### config.mk
export PLATFORM = sky130hd
export DESIGN_NAME = rv32_mod_instruction_prefetch
export DESIGN_NICKNAME = d
export VERILOG_FILES = /design/src/rtl/rv32_mod_instruction_prefetch.sv
export SDC_FILE = /design/constraint.sdc
export NUM_CORES = 1
export LEC_CHECK = 0
export CORE_UTILIZATION = 45
export CTS_CLUSTER_SIZE = 16
export DETAILED_ROUTE_END_ITERATION = 10
export PLACE_DENSITY = 0.76
export SYNTH_ARGS = -nofsm -noshare
export SYNTH_HDL_FRONTEND = slang
export SYNTH_SLANG_ARGS = --single-unit
export TNS_END_PERCENT = 50
### constraint.sdc
create_clock -name clk -period 2.87 [get_ports clk]
set_input_delay 0.574 -clock clk [delete_from_list [all_inputs] [get_ports clk]]
set_output_delay 0.574 -clock clk [all_outputs]
set_load 0.1 [all_outputs]
### src/rtl/rv32_mod_instruction_prefetch.sv
// Prefetching instruction fetch unit: word FIFO, parcel realignment and one instruction per cycle to decode.
// Optional feature macro: RV32_PREFETCH_COMPRESSED_EN (16-bit parcel support); undefined = 32-bit words only.
module rv32_mod_instruction_prefetch #(
   parameter int unsigned DEPTH    = 4,
   parameter logic [31:0] RESET_PC = 32'h0000_0000
) (
   input  logic        clk,
   input  logic        reset,
   output logic        instr_req,
   input  logic        instr_ack,
   input  logic        instr_err,
   output logic [31:0] instr_addr,
   input  logic [31:0] instr_data_i,
   output logic        fetch_valid,
   input  logic        fetch_ready,
   output logic [31:0] fetch_instr,
   output logic [31:0] fetch_pc,
   output logic        fetch_is_compressed,
   output logic        fetch_err,
   input  logic        flush,
   input  logic [31:0] flush_pc
);

   localparam int unsigned AW = $clog2(DEPTH);
   localparam int unsigned CW = AW + 1;
   localparam logic [CW-1:0] FULL = CW'(DEPTH);
   localparam logic [31:0] WORD_MASK = 32'hFFFF_FFFC;
`ifdef RV32_PREFETCH_COMPRESSED_EN
   localparam logic [31:0] PC_MASK = 32'hFFFF_FFFE;
`else
   localparam logic [31:0] PC_MASK = 32'hFFFF_FFFC;
`endif

   logic [31:0]      mem_q [DEPTH];
   logic [DEPTH-1:0] werr_q;
   logic [AW-1:0]    rd_q, rd_d, wr_q, wr_d;
   logic [CW-1:0]    cnt_q, cnt_d;
   logic             req_q, req_d;
   logic [31:0]      addr_q, addr_d;
   logic [31:0]      tgt_q, tgt_d;
   logic [31:0]      pc_q, pc_d;
   logic             discard_q, discard_d;
   logic             err_stop_q, err_stop_d;

   logic             resp, push, consume, pop;
   logic [31:0]      head_w;
   logic             head_err, have_h;
   logic [31:0]      instr_w, pc_inc;
   logic             comp_w, valid_w, err_w, pop_w;

   assign resp     = req_q & (instr_ack | instr_err);
   assign push     = resp & ~discard_q & ~flush;
   assign head_w   = mem_q[rd_q];
   assign head_err = werr_q[rd_q];
   assign have_h   = (cnt_q != '0);

`ifdef RV32_PREFETCH_COMPRESSED_EN
   logic [15:0] parcel, next_lo;
   logic        next_err, have_n;

   assign next_lo  = mem_q[rd_q + AW'(1)][15:0];
   assign next_err = werr_q[rd_q + AW'(1)];
   assign have_n   = (cnt_q >= CW'(2));

   always_comb begin
      parcel  = pc_q[1] ? head_w[31:16] : head_w[15:0];
      comp_w  = (parcel[1:0] != 2'b11);
      instr_w = head_w;
      valid_w = have_h;
      err_w   = head_err;
      if (comp_w) begin
         instr_w = {16'h0000, parcel};
      end else if (pc_q[1]) begin
         // Straddling instruction: an errored head is presented alone so the trap is not stuck behind N.
         instr_w = {next_lo, head_w[31:16]};
         valid_w = have_n | (have_h & head_err);
         err_w   = head_err | (have_n & next_err);
      end
      pop_w  = pc_q[1] | ~comp_w;
      pc_inc = comp_w ? 32'd2 : 32'd4;
   end
`else
   always_comb begin
      instr_w = head_w;
      comp_w  = 1'b0;
      valid_w = have_h;
      err_w   = head_err;
      pop_w   = 1'b1;
      pc_inc  = 32'd4;
   end
`endif

   assign consume = valid_w & fetch_ready & ~flush;
   assign pop     = consume & pop_w;

   always_comb begin
      rd_d       = rd_q;
      wr_d       = wr_q;
      cnt_d      = cnt_q;
      pc_d       = pc_q;
      addr_d     = addr_q;
      tgt_d      = tgt_q;
      discard_d  = discard_q;
      err_stop_d = err_stop_q;
      if (push) wr_d = wr_q + AW'(1);
      if (pop)  rd_d = rd_q + AW'(1);
      case ({push, pop})
         2'b10:   cnt_d = cnt_q + CW'(1);
         2'b01:   cnt_d = cnt_q - CW'(1);
         default: cnt_d = cnt_q;
      endcase
      if (consume) pc_d = pc_q + pc_inc;
      if (push && instr_err) err_stop_d = 1'b1;
      if (resp) begin
         addr_d    = discard_q ? tgt_q : addr_q + 32'd4;
         discard_d = 1'b0;
      end
      if (flush) begin
         rd_d       = '0;
         wr_d       = '0;
         cnt_d      = '0;
         pc_d       = flush_pc & PC_MASK;
         err_stop_d = 1'b0;
         // An unanswered request must complete on the old address; its response is thrown away.
         if (req_q && !resp) begin
            discard_d = 1'b1;
            tgt_d     = flush_pc & WORD_MASK;
         end else begin
            addr_d    = flush_pc & WORD_MASK;
            discard_d = 1'b0;
         end
      end
      if (req_q && !resp) req_d = 1'b1;
      else                req_d = ~err_stop_d & (cnt_d < FULL);
   end

   always_ff @(posedge clk or negedge reset) begin
      if (!reset) begin
         rd_q       <= '0;
         wr_q       <= '0;
         cnt_q      <= '0;
         req_q      <= 1'b0;
         addr_q     <= RESET_PC & WORD_MASK;
         tgt_q      <= RESET_PC & WORD_MASK;
         pc_q       <= RESET_PC & PC_MASK;
         discard_q  <= 1'b0;
         err_stop_q <= 1'b0;
      end else begin
         rd_q       <= rd_d;
         wr_q       <= wr_d;
         cnt_q      <= cnt_d;
         req_q      <= req_d;
         addr_q     <= addr_d;
         tgt_q      <= tgt_d;
         pc_q       <= pc_d;
         discard_q  <= discard_d;
         err_stop_q <= err_stop_d;
      end
   end

   // FIFO storage carries no reset; occupancy alone decides what is valid.
   always_ff @(posedge clk) begin
      if (push) begin
         mem_q[wr_q]  <= instr_data_i;
         werr_q[wr_q] <= instr_err;
      end
   end

   assign instr_req           = req_q;
   assign instr_addr          = addr_q;
   assign fetch_valid         = valid_w;
   assign fetch_instr         = instr_w;
   assign fetch_pc            = pc_q;
   assign fetch_is_compressed = comp_w;
   assign fetch_err           = valid_w & err_w;

endmodule

==> run metrics <==
Die W=155 um; fin crit share=0.909; RePlAce Congestion=0.842; crit-path cells=or3_4 -> and2_1 -> nand2_1 -> inv_1 -> ha_1 -> xor2_1 -> ha_1 -> a21oi_1 -> xor2_1 -> nor2_1 -> xnor2_1 -> a211o_1; synth-to-layout area growth=30.3%; first-pass detailed-route iteration total=5; ANT nets after route=0; Crit Path Max Fanout=5; asr flop ratio synth=0.436; Post-Route WL=25500 um; Tot GR Track Use=0.213; Syn Std Cell Area=0.0105 mm2; maximum clock insertion buffer count=3; vias in the first global route=7070; Pleak=0.00514 uW; sw power=3580 uW; prevailing post-synth register cell=edfxtp_1; Post-synth top cells=132 x edfxtp_1, 102 x dfrtp_1, 84 x nand2_1; CP Capture Type=register; Yosys top cell by area=edfxtp_1; PostCTS Resize Cnt=0; Site Rows=55; CP arrival=3.01 ns; PwrDens=742 mW/mm2; max_cap viols=0; Syn Inst Count=801; Clk pwr share=0.308; EDFF count, synth=132; switch share=0.351; Mean Syn Cell Area=13.1 um2; Non-Filler Instances=1314; drt wl/cell=19.4 um; latest clock arrival within the worst-skew pair=0.51 ns; crit path time final=2.61 ns; Seq pwr share=0.414; CP top delay family=simple AND/OR/NAND/NOR gates; worst-margin pin slew=0.819 ns; clock root cell=clkbuf_16; CTS tree=done; startpoint types=register; first-pass GRT wire length=39600 um; Finished Core Util=0.602; H-tree levels=1; Die H=155 um; fin nets=1061; initial antenna violation count=3; Seq. cell area=0.00652 mm2; Netlist cell types=58; drt drc=0; share of layout cells above drive strength 1=0.249; Setup Crit Path Kind=register to register; via count=7320; RSZ-0062 raised after global routing=no; number of CTS-inserted buffers=25; hold bufs inserted after CTS=0; HPWL Detailed=17300 um; final setup violation count=0; f_max=0.383 GHz; CP Buf/Inv Count=1; top post-synthesis cells by area=edfxtp_1 38%, dfrtp_1 24%, mux4_2 7.1%; Core Footprint=0.0228 mm2; IO Pins=170; max-slew violation count=0; die area=0.0240 mm2; worst hold slack=0.0675 ns; post-CTS setup buffers=0; Clock Pin Slew Worst Setup and Hold Paths=0.06 ns; Worst VDD drop=0.644 mV; Seq/Total Area, Yosys=0.619; design area=0.0137 mm2; port bufs=164; CTS Sinks=234; Vias/cell=5.57; Slowest-stage cell, CP=dfrtp_1; Fin Clk Skew=0.0124 ns; largest net degree at the start of global routing=71; post-synth top area share=0.376; CP peak stage delay=0.43 ns; placed insts=1267; Overflow after GRT=0; initial DRC count=515; # fillers=1749; CP required=3.27 ns; outcome=complete, no violations; top-count cell post-synth=edfxtp_1; Internal Pwr Total=6610 uW; Post-DP Area=0.0129 mm2; starting density of the core=0.462; total power=10200 uW; Multi-input gate area=0.00381 mm2; Max-slew headroom=0.451; Gate power share=0.278; Final Hold Fails=0; synth warn=0; Worst Hold Class=primary input to asynchronous set/reset pin; post-synthesis register bit count=234
[stage by stage]
stage | setup TNS, ns | worst slack (ns)
4_1_cts | 0 | 0.240
6_report | 0 | 0.260
2_1_floorplan | 0 | 0.0765
3_3_place_gp | 0 | 0.0573
5_1_grt | 0 | 0.0667
3_5_place_dp | -0.0113 | -0.0113
[cells by family (layout without fill, tap and decap cells)]
group | after synthesis | after routing | synth area share
buf+inv | 54 | 250 | 0.0220
compound gates | 138 | 138 | 0.0803
xor+xnor | 46 | 46 | 0.0383
other cells | 1 | 5 | 0.000356
fa+ha+maj | 10 | 10 | 0.0119
simple gates | 244 | 244 | 0.115
mux | 74 | 74 | 0.113
flops | 234 | 234 | 0.619
[per-layer routing]
| metal | track usage | up-vias | wire length, um |
|---|---|---|---|
| met5 | 0 | - | 13 |
| met4 | 0.0665 | 2 | 711 |
| met3 | 0.0504 | 50 | 2090 |
| met2 | 0.343 | 272 | 12000 |
| met1 | 0.285 | 3626 | 10600 |
| li1 | - | 3370 | - |
[power by group through the flow]
stage / clock, uW / combinational (uW) / sequential (uW)
3_5_place_dp: 0 / 2840 / 4270
6_report: 3140 / 2830 / 4210
4_1_cts: 3170 / 2850 / 4210
5_1_grt: 3340 / 2960 / 4260
2_1_floorplan: 0 / 1110 / 5090
3_3_place_gp: 0 / 2800 / 4260
[cells in the final DEF, fill, tap and decap left out, types with 4 or more instances in the layout]
cell               n
inv_1              7
nand2_1           84
mux2i_1            8
o21a_1             4
buf_12            42
a21oi_1           30
a31oi_1           11
nand3b_1           6
o21ai_0           54
dfrtp_1          100
clkinv_2           4
nand4_1           22
clkbuf_16         25
and2_1            12
xnor2_1            9
ha_1              10
edfxtp_1         132
buf_4             90
nand3_1           30
nor2_1            41
mux2_2            33
xor2_1            37
and3_1            10
o211ai_1           4
o221ai_1           5
nor3_1            11
clkinv_1           7
mux4_2            33
clkdlybuf4s50_1   65
[final timing paths]
kind	start	endpoint	slack, ns	cells after the start
max	cnt_q[0]	instr_req	0.26	12
min	reset	tgt_q[10]	0.07	1
max reg2reg	cnt_q[0]	instr_req	0.26	12
min reg2reg	err_stop_q	err_stop_q	0.49	2
max in group asynchronous	reset	fetch_pc[7]	2.08	2
min in group clk	err_stop_q	err_stop_q	0.49	2
[state kept, by name (all words and copies together), names as in the netlist]
name,cells
err_stop_q,1
instr_addr,32
mem_q,128
cnt_q,3
wr_q,2
rd_q,2
tgt_q,30
werr_q,4
instr_req,1
fetch_pc,30
discard_q,1
[layout make-up]
| cell class | count | area share |
|---|---|---|
| Clock inverter | 14 | 0.00857 |
| Multi-Input combinational cell | 515 | 0.278 |
| Antenna cell | 2 | 0.000365 |
| Timing Repair Buffer | 198 | 0.158 |
| Sequential cell | 234 | 0.475 |
| Clock buffer | 31 | 0.0494 |
| Inverter | 7 | 0.00191 |
| Tap cell | 313 | 0.0285 |
[worst reg2reg max path, stage by stage, from the launching register on]
cell     delay [ns]
dfrtp_1        0.43
or3_4          0.39
and2_1         0.20
nand2_1        0.10
inv_1          0.06
ha_1           0.21
xor2_1         0.16
ha_1           0.18
a21oi_1        0.14
xor2_1         0.17
nor2_1         0.06
xnor2_1        0.14
a211o_1        0.26
(Power assumes the default switching activity.)
